## src/rtl/err_event_monitor.sv

```systemverilog
// rtl/err_event_monitor.sv - per-channel error edge monitor with first-occurrence report FIFO

// Small synchronous FIFO holding {channel, timestamp} reports.
module err_event_fifo #(
  parameter int Width = 8,
  parameter int Depth = 4
) (
  input  logic             clk_i,
  input  logic             rst_ni,
  input  logic             clear,
  input  logic             push,
  input  logic [Width-1:0] wdata,
  input  logic             pop,
  output logic [Width-1:0] rdata,
  output logic             valid,
  output logic             full
);

  localparam int PtrW = (Depth > 1) ? $clog2(Depth) : 1;
  localparam int CntW = $clog2(Depth + 1);

  logic [PtrW-1:0]  wr_ptr;
  logic [PtrW-1:0]  rd_ptr;
  logic [CntW-1:0]  used;
  logic [Width-1:0] mem [Depth];
  logic             do_push;
  logic             do_pop;

  // Pointer wrap that also works for depths that are not a power of two.
  function automatic logic [PtrW-1:0] ptr_inc(input logic [PtrW-1:0] p);
    return (p == PtrW'(Depth - 1)) ? '0 : p + PtrW'(1);
  endfunction

  assign full    = (used == CntW'(Depth));
  assign valid   = (used != '0);
  assign do_push = push & ~full;
  assign do_pop  = pop & valid;

  // Head is forced to zero while empty so the outputs stay stable and match reset.
  assign rdata = valid ? mem[rd_ptr] : '0;

  // Read/write pointers and occupancy; clear flushes everything.
  always_ff @(posedge clk_i or negedge rst_ni) begin
    if (!rst_ni) begin
      wr_ptr <= '0;
      rd_ptr <= '0;
      used   <= '0;
    end else if (clear) begin
      wr_ptr <= '0;
      rd_ptr <= '0;
      used   <= '0;
    end else begin
      if (do_push) wr_ptr <= ptr_inc(wr_ptr);
      if (do_pop)  rd_ptr <= ptr_inc(rd_ptr);
      case ({do_push, do_pop})
        2'b10:   used <= used + CntW'(1);
        2'b01:   used <= used - CntW'(1);
        default: used <= used;
      endcase
    end
  end

  // Storage array; contents are only observed through valid-gated rdata.
  always_ff @(posedge clk_i) begin
    if (do_push && !clear) mem[wr_ptr] <= wdata;
  end

endmodule

// Watches error lines, keeps sticky flags, saturating counters and first timestamps,
// and queues one report per first occurrence.
module err_event_monitor #(
  parameter int NumChannels = 9,
  parameter int CountWidth  = 16,
  parameter int TimeWidth   = 32,
  parameter int FifoDepth   = 4,
  localparam int ChanW      = (NumChannels > 1) ? $clog2(NumChannels) : 1
) (
  input  logic                              clk_i,
  input  logic                              rst_ni,
  input  logic                              en_i,
  input  logic                              clear_i,
  input  logic [NumChannels-1:0]            err_i,
  output logic [NumChannels-1:0]            seen_o,
  output logic [NumChannels*CountWidth-1:0] count_o,
  output logic [TimeWidth-1:0]              cycle_o,
  output logic                              evt_valid_o,
  input  logic                              evt_ready_i,
  output logic [ChanW-1:0]                  evt_chan_o,
  output logic [TimeWidth-1:0]              evt_time_o
);

  localparam logic [CountWidth-1:0] CountMax = '1;

  logic [NumChannels-1:0] err_q;
  logic [NumChannels-1:0] seen;
  logic [NumChannels-1:0] pend;
  logic [NumChannels-1:0] occ;
  logic [NumChannels-1:0] first;
  logic [NumChannels-1:0] grant;
  logic [CountWidth-1:0]  count [NumChannels];
  logic [TimeWidth-1:0]   ts [NumChannels];
  logic [TimeWidth-1:0]   cycle;
  logic [ChanW-1:0]       grant_idx;
  logic [TimeWidth-1:0]   grant_ts;
  logic                   grant_any;
  logic                   fifo_full;
  logic                   push;
  logic [ChanW+TimeWidth-1:0] fifo_rdata;

  // Rising edge detection; clear and disable suppress occurrences but not err_q tracking.
  assign occ   = err_i & ~err_q & {NumChannels{en_i & ~clear_i}};
  assign first = occ & ~seen;

  // Previous error levels, tracked unconditionally.
  always_ff @(posedge clk_i or negedge rst_ni) begin
    if (!rst_ni) err_q <= '0;
    else         err_q <= err_i;
  end

  // Free-running cycle counter; wraps and is never cleared.
  always_ff @(posedge clk_i or negedge rst_ni) begin
    if (!rst_ni) cycle <= '0;
    else         cycle <= cycle + TimeWidth'(1);
  end

  // Fixed-priority arbiter over registered pending bits, lowest index wins.
  always_comb begin
    grant     = '0;
    grant_idx = '0;
    grant_ts  = '0;
    grant_any = 1'b0;
    for (int e = 0; e < NumChannels; e++) begin
      if (pend[e] && !grant_any) begin
        grant_any = 1'b1;
        grant[e]  = 1'b1;
        grant_idx = ChanW'(e);
        grant_ts  = ts[e];
      end
    end
  end

  // Fullness is sampled before any pop so a slot freed this cycle is reused next cycle.
  assign push = grant_any & ~fifo_full & ~clear_i;

  // Sticky flags and pending reports; a pending channel is already seen, so set/clear never collide.
  always_ff @(posedge clk_i or negedge rst_ni) begin
    if (!rst_ni) begin
      seen <= '0;
      pend <= '0;
    end else if (clear_i) begin
      seen <= '0;
      pend <= '0;
    end else begin
      seen <= seen | first;
      pend <= (pend & ~(push ? grant : '0)) | first;
    end
  end

  // Saturating occurrence counters and first-occurrence timestamps.
  always_ff @(posedge clk_i or negedge rst_ni) begin
    if (!rst_ni) begin
      for (int e = 0; e < NumChannels; e++) begin
        count[e] <= '0;
        ts[e]    <= '0;
      end
    end else if (clear_i) begin
      for (int e = 0; e < NumChannels; e++) begin
        count[e] <= '0;
        ts[e]    <= '0;
      end
    end else begin
      for (int e = 0; e < NumChannels; e++) begin
        if (occ[e] && count[e] != CountMax) count[e] <= count[e] + CountWidth'(1);
        if (first[e])                       ts[e]    <= cycle;
      end
    end
  end

  // Flatten the counter array onto the output bus.
  always_comb begin
    count_o = '0;
    for (int e = 0; e < NumChannels; e++) begin
      count_o[e*CountWidth +: CountWidth] = count[e];
    end
  end

  err_event_fifo #(
    .Width (ChanW + TimeWidth),
    .Depth (FifoDepth)
  ) u_fifo (
    .clk_i  (clk_i),
    .rst_ni (rst_ni),
    .clear  (clear_i),
    .push   (push),
    .wdata  ({grant_idx, grant_ts}),
    .pop    (evt_ready_i),
    .rdata  (fifo_rdata),
    .valid  (evt_valid_o),
    .full   (fifo_full)
  );

  assign seen_o     = seen;
  assign cycle_o    = cycle;
  assign evt_chan_o = fifo_rdata[ChanW+TimeWidth-1:TimeWidth];
  assign evt_time_o = fifo_rdata[TimeWidth-1:0];

endmodule

```

## config.mk

```make
export PLATFORM = sky130hd
export DESIGN_NAME = err_event_monitor
export DESIGN_NICKNAME = d
export VERILOG_FILES = /design/src/rtl/err_event_monitor.sv
export SDC_FILE = /design/constraint.sdc
export NUM_CORES = 1
export LEC_CHECK = 0
export ABC_AREA = 1
export CAP_MARGIN = 25
export CORE_MARGIN = 5
export CORE_UTILIZATION = 44
export DETAILED_ROUTE_END_ITERATION = 12
export PLACE_DENSITY = 0.7
export RECOVER_POWER = 100
export SETUP_SLACK_MARGIN = 0.05
export SLEW_MARGIN = 20
export SYNTH_ARGS = -nofsm -noshare
export SYNTH_HDL_FRONTEND = slang
export SYNTH_SLANG_ARGS = --single-unit
```

## constraint.sdc

```tcl
create_clock -name clk_i -period 3.2 [get_ports clk_i]
set_input_delay 0.64 -clock clk_i [delete_from_list [all_inputs] [get_ports clk_i]]
set_output_delay 0.64 -clock clk_i [all_outputs]
set_load 0.005 [all_outputs]
```

==> reports/metrics.cfg <==
[status]
status = finished, violations left
violations = capacitance limit, slew limit

[routing]
num_vias = 23920
dr.pass1.iters = 8
drc = 0
drtIter0Drc = 1855
drtAntennaViolNets = 0
wl_per_cell_um = 18.16
routed_wl_mm = 81.23
viasPerCell = 5.346

[power_and_ir_drop]
power.density_nw_per_um2 = 546.2
cellLeakagePower_uw = 0.01571
ir_worst_vdd_mv = 0.3678

[sta]
slew_viol_final = 168
skew_ns = 0.02305
fin_crit_ns = 3.104
timing.final.ws_setup_ns = 0.09592
tightestPinTransition_ns = 1.830
relSlewSlack = -0.2203
setup_viol = 0
fmax_ghz = 0.3222
rsz0062_at_grt = yes
fin_crit_sh = 0.9700
hold_viol = 0
final.setup.tns_ns = 0

[placed_design]
place_congestion = 0.9118
port-buffer-count = 235
pre_cts_ws_ns = 0.4302
dp_hpwl_mm = 54.18
placed_area_um2 = 33400
placed_cells = 4335

[synth]
netlist_instances = 3304
synthXorXnorAreaFrac = 0.02809
synth_top_area_frac = 0.4164
yosysTopAreaCell = dfrtp_1
synth_cell_types = 50
synthAdderAreaFrac = 0.006521
synth_top_family_by_area = simple AND/OR/NAND/NOR gates
yosysSeqAreaShare = 0.5608
synth_area_um2 = 29930
synth.area.top_cells = dfrtp_1, edfxtp_1, nand2_1
synth.avg_cell_area_um2 = 9.059
ys_warn_count = 0
ys_ff_latch = 642
synth-simple-area-share = 0.2144
synth-compound-area-share = 0.09460
syn-num-nets = 3333
synth_mux_area_frac = 0.03386

[global_routing]
gr-total-overflow = 0
grt_max_degree = 89
grt_antenna_before_repair = 4
grt_pass1_wl_mm = 130.2
gr-usage-all-layers = 0.2166
grt_pass1_vias = 23151

[cells_and_area]
drive_gt1_frac = 0.07673
final_cell_mix = nand2_1, dfrtp_1, nor2_1, inv_1, o21ai_0
finalInstanceArea_um2 = 35570
fin_nets = 3570
area_growth_pct = 18.83
finalNonFillerCells = 4474
final_common_cell = nand2_1

[clock_network]
cts_made_buffers = 72
h-tree-depth = 3
clkLatencyLatePin_ns = 0.60
clockBufferDepth = 3
root_buffer = clkbuf_16
cts_sinks = 642
cts.clk_slew.worst_paths_ns = 0.06
cts_tree = built

[worst_setup_path]
cp_max_fo = 36
crit_type = reg -> out
crit_required_ns = 2.56
cp.arrival_ns = 2.46
startpoint_type = flop
reg2reg_setup_slack_ns = 0.28
endpoint_kind = output pin

[floorplan]
ios = 236
fp.dieH_um = 270.8
rows = 95
coreArea_um2 = 67280
die_width_um = 270.8
dieArea_um2 = 73340
start_util = 0.4449

[flow_run]
max_cap_viol_count = 4

[hold_path]
hp-class = reg -> reg

-- worst max-delay path, cell delays in order (launching register included) --
cell	delay (ns)
dfrtp_2	0.46
buf_12	0.13
clkbuf_16	0.22
nor2_1	0.08
nor2_1	0.09
o21ai_0	0.08
a21oi_1	0.23
clkdlybuf4s50_1	0.57
-- layout make-up --
type / instances / area (um^2)
fillers: 6051 / 31710
flip-flops and latches: 642 / 16790
multi-input cells: 2204 / 11190
repair buffers: 296 / 2928
clock buffers: 105 / 2061
inverters: 325 / 1234
well taps: 873 / 1092
clock inverters: 25 / 265.3
diodes: 4 / 10.01
-- worst paths after layout --
path                                         startpoint                          to  depth (start not counted)
min in group asynchronous                        rst_ni     count_o[32]$_DFFE_PN0P_                          2
max in group asynchronous                        rst_ni         ts[211]$_DFFE_PN0P_                          4
setup / recovery           u_fifo.rd_ptr[0]$_DFFE_PN0P_              evt_time_o[22]                          7
hold / removal                       err_q[2]$_DFF_PN0_         seen_o[2]$_DFF_PN0_                          1
hold reg to reg                      err_q[2]$_DFF_PN0_         seen_o[2]$_DFF_PN0_                          1
setup reg to reg                      pend[1]$_DFF_PN0_  u_fifo.mem[1][8]$_DFFE_PP_                          8
-- cells in the mapped netlist, drive strengths merged --
cell type	n
a22oi	1
nor3	85
nor2	392
o211a	2
nor3b	1
dfrtp	498
o22ai	67
xor2	86
xnor2	10
nand4	66
inv	321
or2	5
o21ai	255
and3	1
edfxtp	144
nor4	7
ha	14
o2111ai	30
clkinv	4
nand2	771
buf	77
a21oi	101
o31ai	38
nand3	163
clkbuf	56
nand3b	13
a22o	3
fa	1
or3	1
mux2	90
a31oi	1
-- kinds of logic (layout without fill, tap and decap cells) --
kind of cell    count (synthesis)  after routing
simple gates                 1505           1505
other cells                     0              4
buf+inv                       458            751
compound gates                498            498
mux                            90             90
fa+ha+maj                      15             15
flops                         642            642
xor+xnor                       96             96
-- per-layer routing --
metal  part of all wire  track usage
met4              0.029      0.06551
met5                  0            0
met1               0.44       0.3058
met2               0.47       0.3441
met3              0.060      0.03899
-- per-stage QoR --
| step | hold WS [ns] | util | power (uW) |
|---|---|---|---|
| floorplan | 0.3444 | - | 10080 |
| global placement | 0.4403 | 0.4964 | 11410 |
| detailed placement | 0.4473 | 0.4964 | 11440 |
| CTS | 0.3702 | 0.5313 | 19620 |
| global route | 0.4849 | 0.5287 | 20210 |
| finish | 0.4515 | 0.5287 | 19430 |
-- flip-flops by register name, summed over array words and instances, names as in the netlist --
signal,flops
u_fifo.rd_ptr,2
cycle_o,32
u_fifo.used,3
seen_o,9
ts,288
err_q,9
u_fifo.mem,144
count_o,144
pend,9
u_fifo.wr_ptr,2
-- power breakdown --
group	switching [uW]	internal (uW)	total, uW
clock	3260	4880	8140
sequential	104	8620	8730
combinational	1590	972	2560
-- timing repair --
item                                    CTS  global route
hold buffers                              1             0
buffers inserted                          0             1
endpoints found under the setup margin    2            16
hold endpoints to repair                 23             0
gates resized for setup                   2             9
cloned                                    0             3
pin swaps                                 0             3
(Power assumes the default switching activity.)
